==> config.mk <==
export PLATFORM = sky130hd
export DESIGN_NAME = modulo_bandeja_rolhas_param
export DESIGN_NICKNAME = d
export VERILOG_FILES = /design/src/rtl/modulo_bandeja_rolhas_param_pkg.sv /design/src/rtl/modulo_bandeja_rolhas_param_conversor.sv /design/src/rtl/modulo_bandeja_rolhas_param.sv
export SDC_FILE = /design/constraint.sdc
export NUM_CORES = 1
export LEC_CHECK = 0
export ABC_AREA = 1
export BUFFER_PORTS_ARGS = -buffer_cell sky130_fd_sc_hd__buf_2
export CAP_MARGIN = 30
export CORE_UTILIZATION = 63
export DETAILED_ROUTE_END_ITERATION = 16
export GPL_TIMING_DRIVEN = 0
export PLACE_DENSITY = 0.91
export SLEW_MARGIN = 20
export SYNTH_ARGS = -nofsm -noshare
export SYNTH_HDL_FRONTEND = slang
export SYNTH_SLANG_ARGS = --single-unit
==> constraint.sdc <==
create_clock -name clk -period 11.1 [get_ports clk]
set_clock_uncertainty 0.15 [all_clocks]
set_input_delay 2.22 -clock clk [delete_from_list [all_inputs] [get_ports clk]]
set_output_delay 2.22 -clock clk [all_outputs]
set_load 0.05 [all_outputs]
==> src/rtl/modulo_bandeja_rolhas_param_pkg.sv <==
// Shared types and default constants for the cork-tray controller.
// Load FSM state encoding plus a BCD digit-adjust helper for the converter.
package modulo_bandeja_rolhas_param_pkg;

    typedef enum logic [1:0] {
        S_OCIOSO   = 2'd0,
        S_AVALIA   = 2'd1,
        S_CONFIRMA = 2'd2,
        S_ESPERA   = 2'd3
    } estado_carga_t;

    localparam int LARGURA_PADRAO    = 7;
    localparam int CAPACIDADE_PADRAO = 99;
    localparam int MINIMO_PADRAO     = 5;
    localparam int REPOSICAO_PADRAO  = 20;
    localparam int DIGITOS_PADRAO    = 2;

    // Double-dabble correction: a digit of 5 or more becomes >= 8 before the shift.
    function automatic logic [3:0] ajusta_digito(input logic [3:0] d);
        return (d >= 4'd5) ? d + 4'd3 : d;
    endfunction

endpackage

==> src/rtl/modulo_bandeja_rolhas_param_conversor.sv <==
// Sequential binary-to-BCD converter (double dabble), one bit per cycle.
// A start pulse always restarts; the previous result stays on bcd until the new latch.
module modulo_conversor_bin_bcd_seq
    import modulo_bandeja_rolhas_param_pkg::*;
#(
    parameter int LARGURA = LARGURA_PADRAO,
    parameter int DIGITOS = DIGITOS_PADRAO
) (
    input  logic                 clk,
    input  logic                 Nclr,
    input  logic                 inicio,
    input  logic [LARGURA-1:0]   bin,
    output logic [4*DIGITOS-1:0] bcd,
    output logic                 pronto
);

    localparam int CW = $clog2(LARGURA + 1);
    localparam int BW = 4 * DIGITOS;

    logic [LARGURA-1:0] desl_q, desl_d;
    logic [BW-1:0]      acc_q, acc_d;
    logic [BW-1:0]      bcd_q, bcd_d;
    logic [CW-1:0]      cnt_q, cnt_d;
    logic               ocupado_q, ocupado_d;
    logic               pronto_q, pronto_d;
    logic [BW-1:0]      acc_ajustado;

    always_comb begin
        acc_ajustado = acc_q;
        for (int i = 0; i < DIGITOS; i++) begin
            acc_ajustado[4*i +: 4] = ajusta_digito(acc_q[4*i +: 4]);
        end

        desl_d    = desl_q;
        acc_d     = acc_q;
        bcd_d     = bcd_q;
        cnt_d     = cnt_q;
        ocupado_d = ocupado_q;
        pronto_d  = pronto_q;

        if (inicio) begin
            desl_d    = bin;
            acc_d     = '0;
            cnt_d     = '0;
            ocupado_d = 1'b1;
            pronto_d  = 1'b0;
        end else if (ocupado_q) begin
            if (cnt_q == CW'(LARGURA)) begin
                bcd_d     = acc_q;
                ocupado_d = 1'b0;
                pronto_d  = 1'b1;
            end else begin
                acc_d  = {acc_ajustado[BW-2:0], desl_q[LARGURA-1]};
                desl_d = desl_q << 1;
                cnt_d  = cnt_q + CW'(1);
            end
        end
    end

    always_ff @(posedge clk or negedge Nclr) begin
        if (!Nclr) begin
            desl_q    <= '0;
            acc_q     <= '0;
            bcd_q     <= '0;
            cnt_q     <= '0;
            ocupado_q <= 1'b0;
            pronto_q  <= 1'b1;
        end else begin
            desl_q    <= desl_d;
            acc_q     <= acc_d;
            bcd_q     <= bcd_d;
            cnt_q     <= cnt_d;
            ocupado_q <= ocupado_d;
            pronto_q  <= pronto_d;
        end
    end

    assign bcd    = bcd_q;
    assign pronto = pronto_q;

endmodule

==> src/rtl/modulo_bandeja_rolhas_param.sv <==
// Cork-tray controller: count register, valve-edge consumption, req/ack batch load FSM, flags, BCD.
// Define REPOSICAO_AUTO_EN to enable automatic refill of REPOSICAO corks when the tray runs low.
module modulo_bandeja_rolhas_param
    import modulo_bandeja_rolhas_param_pkg::*;
#(
    parameter int LARGURA    = LARGURA_PADRAO,
    parameter int CAPACIDADE = CAPACIDADE_PADRAO,
    parameter int MINIMO     = MINIMO_PADRAO,
    parameter int REPOSICAO  = REPOSICAO_PADRAO,
    parameter int DIGITOS    = DIGITOS_PADRAO
) (
    input  logic                 clk,
    input  logic                 Nclr,
    input  logic                 enable,
    input  logic                 ve,
    input  logic                 req_carga,
    input  logic [LARGURA-1:0]   lote,
    output logic                 ack_carga,
    output logic                 erro_lote,
    output logic                 erro_consumo,
    output logic [LARGURA-1:0]   qtd,
    output logic                 ro,
    output logic                 min_r,
    output logic                 cheio,
    output logic [4*DIGITOS-1:0] bcd,
    output logic                 bcd_valido
);

`ifdef REPOSICAO_AUTO_EN
    localparam bit AUTO_EN = 1'b1;
`else
    localparam bit AUTO_EN = 1'b0;
`endif

    localparam logic [LARGURA+1:0] CAP_EXT = (LARGURA+2)'(CAPACIDADE);
    localparam logic [LARGURA-1:0] CAP_Q   = LARGURA'(CAPACIDADE);
    localparam logic [LARGURA-1:0] MIN_Q   = LARGURA'(MINIMO);
    localparam logic [LARGURA-1:0] REP_Q   = LARGURA'(REPOSICAO);

    estado_carga_t      estado_q, estado_d;
    logic [LARGURA-1:0] qtd_q, qtd_d;
    logic               ve_q, ve_d;
    logic               auto_q, auto_d;
    logic               ack_q, ack_d;
    logic               erro_lote_q, erro_lote_d;
    logic               erro_consumo_q, erro_consumo_d;
    logic               ro_q, ro_d;
    logic               min_r_q, min_r_d;
    logic               cheio_q, cheio_d;

    logic               borda_ve;
    logic               consumo;
    logic [LARGURA-1:0] lote_efetivo;
    logic [LARGURA+1:0] soma;
    logic               inicio_conv;

    always_comb begin
        ve_d           = ve;
        borda_ve       = ve & ~ve_q;
        consumo        = enable & borda_ve & (qtd_q != '0);
        erro_consumo_d = enable & borda_ve & (qtd_q == '0);

        lote_efetivo = auto_q ? REP_Q : lote;
        // Extra headroom bits keep a large batch from wrapping past the capacity check.
        soma = {2'b00, qtd_q} + {2'b00, lote_efetivo} - {{(LARGURA+1){1'b0}}, consumo};

        qtd_d       = qtd_q - LARGURA'(consumo);
        estado_d    = estado_q;
        auto_d      = auto_q;
        ack_d       = 1'b0;
        erro_lote_d = 1'b0;

        case (estado_q)
            S_OCIOSO: begin
                if (req_carga && enable) begin
                    estado_d = S_AVALIA;
                    auto_d   = 1'b0;
                end else if (AUTO_EN && enable && min_r_q) begin
                    estado_d = S_AVALIA;
                    auto_d   = 1'b1;
                end
            end
            S_AVALIA: estado_d = S_CONFIRMA;
            S_CONFIRMA: begin
                if (soma <= CAP_EXT) begin
                    qtd_d = soma[LARGURA-1:0];
                    ack_d = ~auto_q;
                end else begin
                    erro_lote_d = 1'b1;
                end
                estado_d = S_ESPERA;
            end
            S_ESPERA: begin
                if (!req_carga) estado_d = S_OCIOSO;
            end
            default: estado_d = S_OCIOSO;
        endcase

        ro_d        = (qtd_d == '0);
        min_r_d     = (qtd_d < MIN_Q);
        cheio_d     = (qtd_d == CAP_Q);
        inicio_conv = (qtd_d != qtd_q);
    end

    always_ff @(posedge clk or negedge Nclr) begin
        if (!Nclr) begin
            estado_q       <= S_OCIOSO;
            qtd_q          <= '0;
            ve_q           <= 1'b0;
            auto_q         <= 1'b0;
            ack_q          <= 1'b0;
            erro_lote_q    <= 1'b0;
            erro_consumo_q <= 1'b0;
            ro_q           <= 1'b1;
            min_r_q        <= 1'b1;
            cheio_q        <= 1'b0;
        end else begin
            estado_q       <= estado_d;
            qtd_q          <= qtd_d;
            ve_q           <= ve_d;
            auto_q         <= auto_d;
            ack_q          <= ack_d;
            erro_lote_q    <= erro_lote_d;
            erro_consumo_q <= erro_consumo_d;
            ro_q           <= ro_d;
            min_r_q        <= min_r_d;
            cheio_q        <= cheio_d;
        end
    end

    modulo_conversor_bin_bcd_seq #(
        .LARGURA (LARGURA),
        .DIGITOS (DIGITOS)
    ) u_conversor (
        .clk    (clk),
        .Nclr   (Nclr),
        .inicio (inicio_conv),
        .bin    (qtd_d),
        .bcd    (bcd),
        .pronto (bcd_valido)
    );

    assign ack_carga    = ack_q;
    assign erro_lote    = erro_lote_q;
    assign erro_consumo = erro_consumo_q;
    assign qtd          = qtd_q;
    assign ro           = ro_q;
    assign min_r        = min_r_q;
    assign cheio        = cheio_q;

endmodule
==> flow_summary_export.csv, run 1 <==
group,metric,value,unit
power,p_leak,1.91,nW
status,violations,"DRC",
routing,wl_per_cell,12.9,µm
clocking,cts.reportedPaths.clkPinSlew,0.09,ns
yosys,yosysSeqAreaShare,36.5,%
floorplan,rows,24,
yosys,synth_warnings,0,
job,cap_violations,0,
timing,hold_violations,0,
clocking,cts_max_path_buffers,2,
timing,slew_viol_final,0,
routing,drt-initial-drc-count,246,
yosys,synth_top_cell_area_share,33.9,%
yosys,synth.largest_area_cell,"dfrtp_1",
timing,setup_violations,0,
clocking,clock_latency,0.30,ns
timing,clock.fmax,175,MHz
yosys,synth_flop_cell,"dfrtp_1",
worst_setup_path,end_kind,"register",
yosys,synth_nets,447,
grt,grt_max_degree,45,
layout,drive_above_1_share,16.0,%
timing,rsz0062_at_grt,"no",
routing,routed_wl,6.48,mm
place,place_ws,5.13,ns
yosys,synth_area,0.00302,mm²
grt,grt_overflow,0,
timing,tns,0,ns
status,outcome,"complete, but fails checks",
place,place_hpwl,4.86,mm
layout,antenna_cells,0,
worst_setup_path,crit_type,"in -> reg",
place,numPortBuffers,33,
yosys,ys_types,33,
power,peakVddDrop,222,µV
min_path,hold_class,"reg -> reg",
worst_setup_path,max_stage_delay,0.41,ns
yosys,synth_area_leaders,"dfrtp_1 (34%), nand2_1 (16%), ha_1 (9.9%)",
timing,slew_headroom,63.4,%
floorplan,die_w,71.3,µm
timing,layout_setup_ws,5.37,ns
floorplan,core,0.00447,mm²
clocking,cts_tree,"done",
clocking,ctsResizeCount,0,
routing,via_per_inst,5.51,
grt,antenna_found_initial,0,
floorplan,ioPinCount,34,
place,gp_congestion,0.926,
clocking,htreeDepth,2,
clocking,cts.sinks,44,
clocking,cts_made_buffers,5,
worst_setup_path,critPathLaunchType,"primary input",
floorplan,initial_core_util,67.6,%
timing,fin_crit,5.73,ns
routing,firstDrtPassIters,12,
routing,drc_errors,4,
yosys,ys_seq_elements,44,
worst_setup_path,crit_top_cell,"nand2_1",
grt,grt_pass1_vias,2550,
power,power_per_cell_area,292,mW/mm²
routing,ant_nets,0,
timing,fin_crit_sh,51.6,%
yosys,yosysMostFrequentCell,"nand2_1",
yosys,synth_common_cells,"nand2_1 (127), inv_1 (68), dfrtp_1 (41)",
yosys,synth_edf_count,0,
layout,nets,487,
clocking,clockRootBuffer,"clkbuf_8",
timing,worst_pin_slew,0.550,ns
floorplan,fp.dieArea,0.00508,mm²
grt,grt_usage,27.5,%
worst_setup_path,cp.arrival,5.77,ns
clocking,postCtsSetupBuffers,0,
worst_setup_path,cp_max_fo,10,
worst_setup_path,slowest_stage,"fa_1",
yosys,async_reset_ff_share,100,%
yosys,syn_inst,410,
worst_setup_path,cp.required,11.14,ns
grt,grt_pass1_wl,11.0,mm
routing,vias,2774,
yosys,syn_avg_cell_area,7.37,µm²
floorplan,die_h,71.3,µm
layout,syn2layout_area_growth,11.5,%
clocking,ctsHoldBuffers,0,
## report_power, final
part	internal [mW]	leakage [nW]	switching, mW
logic	0.193	1.30	0.439
registers	0.198	0.559	0.0280
clock network	0.0678	0.0548	0.0577
total	0.458	1.91	0.524
## state kept, by name (all words and copies together) (netlist names)
signal	cells
u_conversor.acc_q	8
u_conversor.bcd	8
qtd	7
u_conversor.desl_q	7
u_conversor.cnt_q	3
estado_q	2
ack_carga	1
cheio	1
erro_consumo	1
erro_lote	1
min_r	1
ro	1
u_conversor.ocupado_q	1
u_conversor.pronto	1
ve_q	1
## stage by stage
stage          instance area [µm²]  cells  power, mW  hold WS [ns]  util (%)
6_report                      3370    503      0.983         0.319      75.3
5_1_grt                       3370    503       1.07         0.342      75.3
4_1_cts                       3370    503      0.976         0.325      75.3
3_5_place_dp                  3250    495      0.849         0.303      72.7
3_3_place_gp                  3250    495      0.827         0.298      72.7
2_1_floorplan                 3020    410      0.720         0.330         -
## per-layer routing
layer	vias up	GRT usage (%)	part of all wire, %
li1	1389	-	-
met1	1268	38.0	46
met2	106	44.1	46
met3	11	5.20	6.7
met4	0	9.11	1.3
met5	-	0	0
## logic make-up after synthesis
logic type               share of synthesized area (%)
AND/OR/NAND/NOR                                   33.2
buffers and inverters                             11.1
flip-flops                                        36.5
AO/OA/AOI/OAI                                     6.21
adder cells (fa/ha/maj)                           10.6
XOR/XNOR                                          2.32
## worst max-delay path: cells and delay by family
kind | cells | cell delay [ns]
compound gates | 1 | 0.09
fa+ha+maj | 2 | 0.59
buf+inv | 7 | 0.98
simple gates | 20 | 1.90
## cell type report
type / instances / area [µm²]
plain buffers: 11 / 73.8
clock buffers: 5 / 68.8
well taps: 52 / 65.1
flip-flops and latches: 44 / 1100
multi-input cells: 285 / 1580
inverters: 70 / 263
fillers: 335 / 1100
repair buffers: 33 / 168
clock inverters: 3 / 46.3
## placed cells by master, fill, tap and decap left out, drive strengths merged
| cell type | synthesis | layout |
|---|---|---|
| xor2 | 6 | 6 |
| dfrtp | 41 | 41 |
| nor3 | 4 | 4 |
| xnor2 | 2 | 2 |
| nor2 | 22 | 22 |
| a21oi | 21 | 21 |
| ha | 24 | 24 |
| inv | 69 | 70 |
| buf | 10 | 43 |
| fa | 1 | 1 |
| clkbuf | 1 | 6 |
| nand3 | 34 | 34 |
| or2 | 2 | 2 |
| clkinvlp | 0 | 1 |
| nand2 | 132 | 132 |
| nor4 | 1 | 1 |
| nand3b | 1 | 1 |
| dfstp | 3 | 3 |
| bufinv | 0 | 1 |
| o21ai | 9 | 9 |
| nand4 | 24 | 24 |
| clkinv | 1 | 1 |
| a21boi | 1 | 1 |
| a211oi | 1 | 1 |
## worst paths after layout
check	startpoint	end	slack (ns)	depth (start not counted)
setup / recovery	ve	u_conversor.desl_q[3]$_DFFE_PN0P_	5.37	30
hold / removal	u_conversor.bcd[6]$_DFFE_PN0P_	u_conversor.bcd[6]$_DFFE_PN0P_	0.32	2
min in group asynchronous	Nclr	estado_q[0]$_DFFE_PN0P_	1.74	1
hold reg to reg	u_conversor.bcd[6]$_DFFE_PN0P_	u_conversor.bcd[6]$_DFFE_PN0P_	0.32	2
max in group asynchronous	Nclr	ro$_DFF_PN1_	8.67	1
setup reg to reg	qtd[4]$_DFF_PN0_	u_conversor.desl_q[3]$_DFFE_PN0P_	6.69	31
No activity file was read; power rests on OpenSTA's default activity.
==> run 2, diff against run 1 <==
--- a/config.mk
+++ b/config.mk
@@ -8,10 +8,10 @@
 export ABC_AREA = 1
 export BUFFER_PORTS_ARGS = -buffer_cell sky130_fd_sc_hd__buf_2
 export CAP_MARGIN = 30
-export CORE_UTILIZATION = 63
+export CORE_UTILIZATION = 53
 export DETAILED_ROUTE_END_ITERATION = 16
 export GPL_TIMING_DRIVEN = 0
-export PLACE_DENSITY = 0.91
+export PLACE_DENSITY = 0.82
 export SLEW_MARGIN = 20
 export SYNTH_ARGS = -nofsm -noshare
 export SYNTH_HDL_FRONTEND = slang
==> constraint.sdc (replaced) <==
create_clock -name clk -period 5.25 [get_ports clk]
set_clock_uncertainty 0.15 [all_clocks]
set_input_delay 1.05 -clock clk [delete_from_list [all_inputs] [get_ports clk]]
set_output_delay 1.05 -clock clk [all_outputs]
set_load 0.05 [all_outputs]
==> flow_summary_export.csv, run 2 (synthesized netlist as in run 1, its figures left out) <==
group,metric,value,unit
timing,tns,0,ns
grt,grt_usage,25.0,%
min_path,hold_class,"reg -> reg",
clocking,ctsResizeCount,0,
power,peakVddDrop,397,µV
floorplan,die_w,77.5,µm
floorplan,core,0.00551,mm²
floorplan,fp.dieArea,0.00601,mm²
place,placed_area,0.00328,mm²
floorplan,die_h,77.5,µm
clocking,clock_latency,0.30,ns
layout,drive_above_1_share,15.9,%
timing,slew_headroom,69.7,%
worst_setup_path,critPathLaunchType,"primary input",
layout,n_fill_cell,473,
clocking,cts.reportedPaths.clkPinSlew,0.08,ns
routing,m1WireLength,3.08,mm
routing,wl_per_cell,12.7,µm
floorplan,rows,27,
power,power_per_cell_area,612,mW/mm²
timing,hold_violations,0,
power,switching_share,53.4,%
power,power,2.08,mW
routing,routed_wl,6.66,mm
worst_setup_path,crit_type,"in -> reg",
clocking,cts_tree,"done",
floorplan,initial_core_util,54.9,%
grt,grt_overflow,0,
power,p_switching,1.11,mW
layout,final_common_cell,"nand2_1",
grt,grt_pass1_vias,2576,
grt,antenna_found_initial,0,
clocking,cts_made_buffers,5,
layout,final_cell_mix,"nand2_1 (127), inv_1 (68), dfrtp_1 (41), buf_2 (38), nand3_1 (32)",
clocking,cts.sinks,44,
status,outcome,"completed",
worst_setup_path,cp.required,5.33,ns
floorplan,ioPinCount,34,
routing,vias,2799,
power,power_frac_clock,12.1,%
routing,highest_layer,"met4",
power,p_leak,1.92,nW
clocking,postCtsSetupBuffers,0,
power,p_comb_share,64.8,%
grt,grt_max_degree,45,
routing,via_per_inst,5.34,
timing,worst_pin_slew,0.455,ns
clocking,cts_max_path_buffers,2,
worst_setup_path,slowest_stage,"fa_1",
clocking,ctsHoldBuffers,0,
job,cap_violations,0,
routing,drt-initial-drc-count,260,
power,p_seq_share,23.1,%
routing,wl_met2,2.98,mm
timing,setup_violations,0,
timing,fin_crit,4.47,ns
place,gp_congestion,0.893,
worst_setup_path,end_kind,"register",
layout,antenna_cells,0,
worst_setup_path,cp_max_fo,10,
layout,fin_area,0.00341,mm²
grt,grt_pass1_wl,11.9,mm
power,power.internal,971,µW
routing,drc_errors,0,
clocking,htreeDepth,2,
worst_setup_path,max_stage_delay,0.39,ns
routing,ant_nets,0,
timing,rsz0062_at_grt,"no",
layout,nets,488,
worst_setup_path,cp.arrival,4.56,ns
timing,clock.fmax,224,MHz
routing,firstDrtPassIters,6,
clocking,clockRootBuffer,"clkbuf_8",
layout,syn2layout_area_growth,12.7,%
worst_setup_path,crit_top_cell,"nand2_1",
routing,routed-wl-met3,482,µm
place,place_hpwl,5.04,mm
timing,slew_viol_final,0,
place,numPortBuffers,33,
timing,fin_crit_sh,85.2,%
-- run 2: routing by layer --
metal / track usage (%) / up-vias
met1: 35.8 / 1279
met4: 7.17 / 0
met2: 38.1 / 118
met3: 4.94 / 17
li1: - / 1385
met5: 0 / -
-- run 2: layout make-up --
type / instances / area (µm²) / area share, %
buffer: 11 / 73.8 / 2.17
clock buffer: 6 / 72.6 / 2.13
clock inverter: 2 / 35.0 / 1.03
inverter: 70 / 263 / 7.71
multi-input combinational: 285 / 1580 / 46.4
sequential: 44 / 1100 / 32.4
tap: 72 / 90.1 / 2.65
timing repair buffer: 34 / 185 / 5.44
-- run 2: metrics by stage --
step                      util, %  cells  setup slack (ns)  hold WS [ns]
after floorplan                 -    410              1.07         0.330
after global placement       59.5    515             0.590         0.298
after detailed placement     59.5    515             0.468         0.303
after CTS                    61.5    523             0.773         0.324
after global routing         61.8    524             0.269         0.342
final                        61.8    524             0.778         0.321
-- run 2: path summary, 6_finish.rpt --
| path | end | slack, ns | cells after the start | from |
|---|---|---|---|---|
| worst min register to register | u_conversor.bcd[0]$_DFFE_PN0P_ | 0.32 | 2 | u_conversor.bcd[0]$_DFFE_PN0P_ |
| worst max-delay path | u_conversor.bcd[6]$_DFFE_PN0P_ | 0.78 | 29 | ve |
| max in group asynchronous | u_conversor.pronto$_DFFE_PN1P_ | 3.85 | 2 | Nclr |
| worst min-delay path | u_conversor.bcd[0]$_DFFE_PN0P_ | 0.32 | 2 | u_conversor.bcd[0]$_DFFE_PN0P_ |
| min in group asynchronous | qtd[4]$_DFF_PN0_ | 0.53 | 1 | Nclr |
| worst max register to register | u_conversor.bcd[6]$_DFFE_PN0P_ | 0.87 | 31 | qtd[2]$_DFF_PN0_ |
-- run 2: critical path, delay by kind of cell --
family / cells / cell delay [ns]
buf+inv: 7 / 0.97
fa+ha+maj: 2 / 0.56
compound gates: 1 / 0.09
simple gates: 19 / 1.90
-- run 2: power by group through the flow --
stage	registers, mW	clock network [mW]	logic [mW]
6_report	0.481	0.253	1.35
5_1_grt	0.491	0.273	1.54
4_1_cts	0.479	0.256	1.33
3_5_place_dp	0.484	0	1.33
3_3_place_gp	0.481	0	1.29
2_1_floorplan	0.599	0	0.925
